`config.mk`:
```
export PLATFORM = sky130hd
export DESIGN_NAME = register_file
export DESIGN_NICKNAME = d
export VERILOG_FILES = /design/src/rtl/register_file.sv
export SDC_FILE = /design/constraint.sdc
export NUM_CORES = 2
export LEC_CHECK = 0
export BUFFER_PORTS_ARGS = -buffer_cell sky130_fd_sc_hd__buf_2
export CAP_MARGIN = 20
export CORE_MARGIN = 2
export CORE_UTILIZATION = 65
export DETAILED_ROUTE_END_ITERATION = 10
export GPL_TIMING_DRIVEN = 0
export PLACE_DENSITY_LB_ADDON = 0.15
export SYNTH_ARGS = -nofsm -noshare
export SYNTH_HDL_FRONTEND = slang
export SYNTH_SLANG_ARGS = --single-unit
```
`constraint.sdc`:
```
create_clock -name clk_in -period 5.4 [get_ports clk_in]
set_input_delay 0.27 -clock clk_in [delete_from_list [all_inputs] [get_ports clk_in]]
set_output_delay 0.27 -clock clk_in [all_outputs]
set_load 0.02 [all_outputs]
```
`src/rtl/register_file.sv`:
```
// register_file -- 32-entry architectural register file with rename status
// for an out-of-order core driven by a reorder buffer (ROB).
//
// Each entry holds a 32-bit value, a busy bit and the ROB tag of the
// youngest in-flight producer. The ROB commits values here, and the issue
// stage renames destination registers. x0 is hardwired to zero and is
// never busy.
//
// Optional feature macro: REG_BYPASS_EN
//    defined   : a commit that releases a source register is forwarded to
//                the read ports in the same cycle.
//    undefined : read ports show registered state only. The issue stage is
//                expected to stall one cycle when a commit targets one of
//                its source registers.
//
// Ports
//    clk_in                     system clock, rising edge
//    rst_in                     synchronous active-high reset
//    rdy_in                     global enable; low freezes all state
//    clear_signal               misprediction flush, clears all busy bits
//    reg_done/value/id/tag      ROB commit of one register write
//    issue_signal/issue_rd_id   rename request from the issue stage
//    rob_tag                    ROB entry allocated to the issued instr
//    rs1_id, rs2_id             source register indices
//    rf_value_rsN               source value (combinational)
//    rf_busy_rsN                source still pending in the ROB
//    rf_tag_rsN                 pending ROB tag, valid only when busy

module register_file #(
   parameter int ROB_WIDTH = 4
) (
   input  logic                 clk_in,
   input  logic                 rst_in,
   input  logic                 rdy_in,
   input  logic                 clear_signal,
   input  logic                 reg_done,
   input  logic [31:0]          reg_value,
   input  logic [4:0]           reg_id,
   input  logic [ROB_WIDTH-1:0] reg_tag,
   input  logic                 issue_signal,
   input  logic [4:0]           issue_rd_id,
   input  logic [ROB_WIDTH-1:0] rob_tag,
   input  logic [4:0]           rs1_id,
   input  logic [4:0]           rs2_id,
   output logic [31:0]          rf_value_rs1,
   output logic [31:0]          rf_value_rs2,
   output logic                 rf_busy_rs1,
   output logic                 rf_busy_rs2,
   output logic [ROB_WIDTH-1:0] rf_tag_rs1,
   output logic [ROB_WIDTH-1:0] rf_tag_rs2
);

   logic [31:0]          r_value [32];
   logic                 r_busy  [32];
   logic [ROB_WIDTH-1:0] r_tag   [32];

   logic w_commit_en;
   logic w_release;
   logic w_rename;

   // A commit always writes its value (x0 excluded). It only releases the
   // rename if the entry is still waiting on exactly this ROB tag; an older
   // producer committing after a newer rename must not clear busy.
   assign w_commit_en = reg_done && (reg_id != 5'd0);
   assign w_release   = w_commit_en && r_busy[reg_id] && (r_tag[reg_id] == reg_tag);
   assign w_rename    = issue_signal && (issue_rd_id != 5'd0);

   // State update. The rename is written after the release so that, when
   // both hit the same register, the later non-blocking assignment keeps
   // the entry busy under the new tag. A flush clears every busy bit and
   // drops the issue, but a simultaneous commit still lands its value.
   // Tags are not reset; they are ignored while busy is clear.
   always_ff @(posedge clk_in) begin
      if (rst_in) begin
         for (int i = 0; i < 32; i++) begin
            r_value[i] <= 32'd0;
            r_busy[i]  <= 1'b0;
         end
      end else if (rdy_in) begin
         if (w_commit_en) begin
            r_value[reg_id] <= reg_value;
         end
         if (clear_signal) begin
            for (int i = 0; i < 32; i++) begin
               r_busy[i] <= 1'b0;
            end
         end else begin
            if (w_release) begin
               r_busy[reg_id] <= 1'b0;
            end
            if (w_rename) begin
               r_busy[issue_rd_id] <= 1'b1;
               r_tag[issue_rd_id]  <= rob_tag;
            end
         end
      end
   end

   // Read port 1. x0 is forced to zero / not busy regardless of storage.
   always_comb begin
      rf_value_rs1 = (rs1_id == 5'd0) ? 32'd0 : r_value[rs1_id];
      rf_busy_rs1  = (rs1_id == 5'd0) ? 1'b0  : r_busy[rs1_id];
      rf_tag_rs1   = r_tag[rs1_id];
`ifdef REG_BYPASS_EN
      if (rdy_in && w_release && (reg_id == rs1_id)) begin
         rf_value_rs1 = reg_value;
         rf_busy_rs1  = 1'b0;
      end
`endif
   end

   // Read port 2, identical to port 1.
   always_comb begin
      rf_value_rs2 = (rs2_id == 5'd0) ? 32'd0 : r_value[rs2_id];
      rf_busy_rs2  = (rs2_id == 5'd0) ? 1'b0  : r_busy[rs2_id];
      rf_tag_rs2   = r_tag[rs2_id];
`ifdef REG_BYPASS_EN
      if (rdy_in && w_release && (reg_id == rs2_id)) begin
         rf_value_rs2 = reg_value;
         rf_busy_rs2  = 1'b0;
      end
`endif
   end

endmodule

```
# Word level (Yosys, flattened, before mapping)
# Memories as Yosys holds them, arrays and structs flattened.
# Index checks and enable logic that the tools add are counted.
[totals]
reg_bits = 0
latch_bits = 0
ramBits = 1184
mem_bits_ro = 0
in_bits = 66
output_inout_bits = 74
elab_cells = 112
n_memories = 3
[classes]
addsub = 0
n_mul = 0
n_div = 0
n_lt_le_gt_ge = 0
eq_ne = 1
n_shift = 0
mux = 65
bitwise_logic = 32
n_reduce_logical = 11
[memory_table]
columns = ["name", "depth", "width", "read_ports", "rd_ports_with_merged_regs", "wr", "line", "rtl"]
rows = [
  ["r_value", 32, 32, 2, 0, 32, "53", "logic [31:0] r_value [32];"],
  ["r_tag", 32, 4, 3, 0, 1, "55", "logic [ROB_WIDTH-1:0] r_tag [32];"],
  ["r_busy", 32, 1, 3, 0, 32, "54", "logic r_busy [32];"],
]
[ops]
columns = ["operator", "count"]
rows = [
  ["32-bit two-way mux", 3],
  ["1-bit two-way mux", 59],
  ["1-bit bitwise OR", 32],
  ["32-bit OR reduction", 1],
  ["5-bit two-way mux", 3],
  ["5-bit zero test", 2],
  ["5-bit nonzero test", 2],
  ["4-bit == test", 1],
  ["1-bit logical AND", 4],
  ["1-bit OR reduction", 2],
]

# Logic depth before layout (Yosys ltp)
[depth]
word_depth = 11
mapped_depth = 11
depth_no_buf = 7

# Worst setup path after synthesis
# No wires, ideal clock.
[synth_timing]
kind = "input -> output"
startpoint = "input port rs1_id[0]"
endpoint = "output port rf_value_rs1[10]"
t_arrival_ns = 2.488
required_time_ns = 5.130
slack_ns = 2.642
path_stages = 7
path_buffers = 3
path_cell_list = "buf_2 > buf_2 > buf_1 > mux4_2 > mux4_2 > mux2i_1 > nor2_1"
[synth_via]
elab_chain_cells = 2
elab_cells_between_ends = 3
classes_between = "1 x mux; 1 x reduce/logical; 1 x memory"
[synth_lines]
columns = ["element", "line", "rtl"]
rows = [
  ["from (decl)", "43", "input logic [4:0] rs1_id,"],
  ["memory 32 x 32 bit or 5-bit zero test (tied branches)", "--", ""],
  ["32-bit two-way mux (*)", "101", "rf_value_rs1 = (rs1_id == 5'd0) ? 32'd0 : r_value[rs1_id];"],
  ["to (decl)", "45", "output logic [31:0] rf_value_rs1,"],
]
# Every way passes the cells marked *; elsewhere a longest branch is shown, timed or not.

# Final worst setup path
# Same ends and word-level chain as after synthesis.

==> run metrics <==
GR Overflow Total 0; die area 99,830 µm²; antenna viol nets, final 0; fin crit period 4.575 ns; Area contributors post-synth edfxtp_1 (55%), mux4_2 (26%), and2_1 (9.8%); Slew headroom 17.58%; final cell utilization of the core 72.97%; Tot GR Track Use 41.93%; Max Clk Rate 218.6 MHz; pin count of the biggest net entering global routing 33; Bufs and invs on worst path 4; routed vias/inst 7.298; vias in the first global route 39.86k; TritonCTS clock tree yes; starting density of the core 65.51%; worst hold path stage count 2; Tcrit/Tclk final 84.72%; post-CTS setup buffer count 0; unrepaired setup endpoints after global routing false; Synth Area per Inst 16.42 µm²; first-pass GRT wire length 287.2 mm; CTS Root Cell clkbuf_16; First-pass DRT Iterations 9; # setup viols final 0; number of DRC violations after detailed-routing iteration 0 6,888; # rows 114; Hold Path Class input port to flop; setup_tns 0 ns; Worst Path Max Fanout 10; status finished, final reports clean; Filler Cells Inserted 5,883; Setup Crit Path Kind input port to primary output; Max VDD drop 286.4 µV; Setup crit start kind input port; Area Overhead vs Synth 11.39%; final WL 206.6 mm; count leader, synth edfxtp_1; IO Pins 140; drc violations 0; Reg2Reg Depth 7; TritonCTS Buffers 119; vias post-DR 40.88k; Worst Path Required 5.13 ns; clk_skew 0.02528 ns; Clock Path Buffers 3; Synth Instances 3,852; dominant cell type by area after synthesis edfxtp_1; clk sinks 1,184; Setup crit end kind primary output; Routed WL per cell 36.88 µm; initial antenna violation count 24; Seq/Total Area, Yosys 55.70%; final count of hold timing violations 0; Max Cap Viol 0; share of the synthesized area in the top cell type 54.69%; Pwr per Cell Area 314.7 nW/µm²; Arrival @ worst endpoint 4.30 ns; die width 316.0 µm; Leak 24.01 nW; Gates resized, CTS repair 0; synth warn 0; H-tree Lvls 3; nets 4,265; Commonest cells post-synth edfxtp_1 (1,152), and2_1 (994), mux4_2 (740), clkbuf_1 (290), nor2_1 (162); share of cells above drive strength 1 27.20%; synthesized area 63,260 µm²; hold_buf cts 15; HPWL Detailed 151.9 mm; core area 96,570 µm²; port bufs 134; number of synthesized flops with an enable pin 1,152; Die H 316.0 µm; Clk pin slew, worst setup/hold paths 0.06 ns; Worst path top cell family by delay buffers and inverters; post-synth cell types 46; ys flop type edfxtp_1; Async SR Flop Fraction 0%; Worst Tran Pin Value 1.232 ns; Worst-Skew Late Latency 0.73 ns; critical path, cell by cell buf_2 -> clkbuf_1 -> buf_1 -> mux4_2 -> mux4_2 -> mux2i_1 -> nor2_1 -> buf_2; RePlAce Congestion 0.9997; critical path's slowest cell clkbuf_1; Worst path max stage delay 0.92 ns; Slew Viols, Final 0; Levels on crit path 8; Yosys reg bits 1,184
-- area by class of cell --
| cell class | count | area [µm²] | area share [%] |
|---|---|---|---|
| Tap cell | 1276 | 1597 | 2.266 |
| Buffer | 399 | 1555 | 2.207 |
| Sequential cell | 1184 | 35230 | 50.01 |
| Inverter | 3 | 11.26 | 0.01598 |
| Antenna cell | 23 | 57.56 | 0.08169 |
| Timing Repair Buffer | 191 | 1531 | 2.174 |
| Clock buffer | 151 | 3182 | 4.516 |
| Clock inverter | 73 | 695.7 | 0.9873 |
| Multi-Input combinational cell | 2301 | 26600 | 37.75 |
-- cell usage in the layout (no fill, tap or decap), drive strengths merged, types with 7 or more instances in the layout --
cell type | Yosys | final
nand3b | 7 | 7
dfxtp | 32 | 32
mux2i | 146 | 146
or2 | 33 | 33
clkbuf | 291 | 442
a21oi | 61 | 61
bufinv | 0 | 13
buf | 108 | 284
mux2 | 8 | 8
diode | 0 | 23
dlygate4sd3 | 0 | 15
nor4 | 11 | 11
edfxtp | 1152 | 1152
conb | 1 | 36
o22ai | 39 | 39
nor2 | 162 | 162
nand2 | 11 | 11
and2 | 994 | 994
mux4 | 740 | 740
clkinv | 0 | 52
-- power breakdown --
group	internal (mW)	switching (mW)	leakage [nW]
logic	1.23	1.76	11.0
clock network	4.77	3.68	1.88
registers	10.5	0.230	11.1
total	16.5	5.68	24.0
-- sequential cells by signal (all words and copies together) (netlist names) --
name and cells:
r_tag 128, r_value 1024, r_busy 32
-- layer usage --
metal	track usage, %	up-vias	share of wire, %
met4	20.12	16	5.6
met5	0	-	0.055
li1	-	15830	-
met2	62.00	3619	45
met3	17.78	615	17
met1	54.30	20800	33
-- worst paths after layout --
path | start | endpoint | slack, ns
setup reg to reg | r_tag[26][3] | r_busy[5] | 2.39
hold / removal | reg_value[16] | r_value[16][16] | 0.03
setup / recovery | rs1_id[0] | rf_value_rs1[10] | 0.83
hold reg to reg | r_busy[0] | r_busy[0] | 0.52
-- stage by stage --
| step | setup slack, ns | instance area, µm² | instances | hold WS [ns] | power, mW |
|---|---|---|---|---|---|
| 2_1_floorplan | 2.642 | 63390 | 3887 | 0.3689 | 12.57 |
| 3_3_place_gp | 0.5428 | 65650 | 5297 | 0.4932 | 13.62 |
| 3_5_place_dp | 0.5076 | 66000 | 5315 | 0.5012 | 13.73 |
| 4_1_cts | 0.9044 | 70030 | 5554 | 0.0006074 | 21.92 |
| 5_1_grt | 0.8972 | 70400 | 5579 | 0.01925 | 22.49 |
| 6_report | 0.8251 | 70460 | 5601 | 0.03413 | 22.17 |
-- kinds of logic after synthesis --
group | Yosys count | share of synthesized area [%]
and+or+nand+nor | 1260 | 12.02
DFF | 1184 | 55.70
muxes | 894 | 28.80
buffers and inverters | 402 | 2.467
AOI/OAI and AO/OA | 111 | 1.009
other | 1 | 0.005928
(Power assumes the default switching activity.)
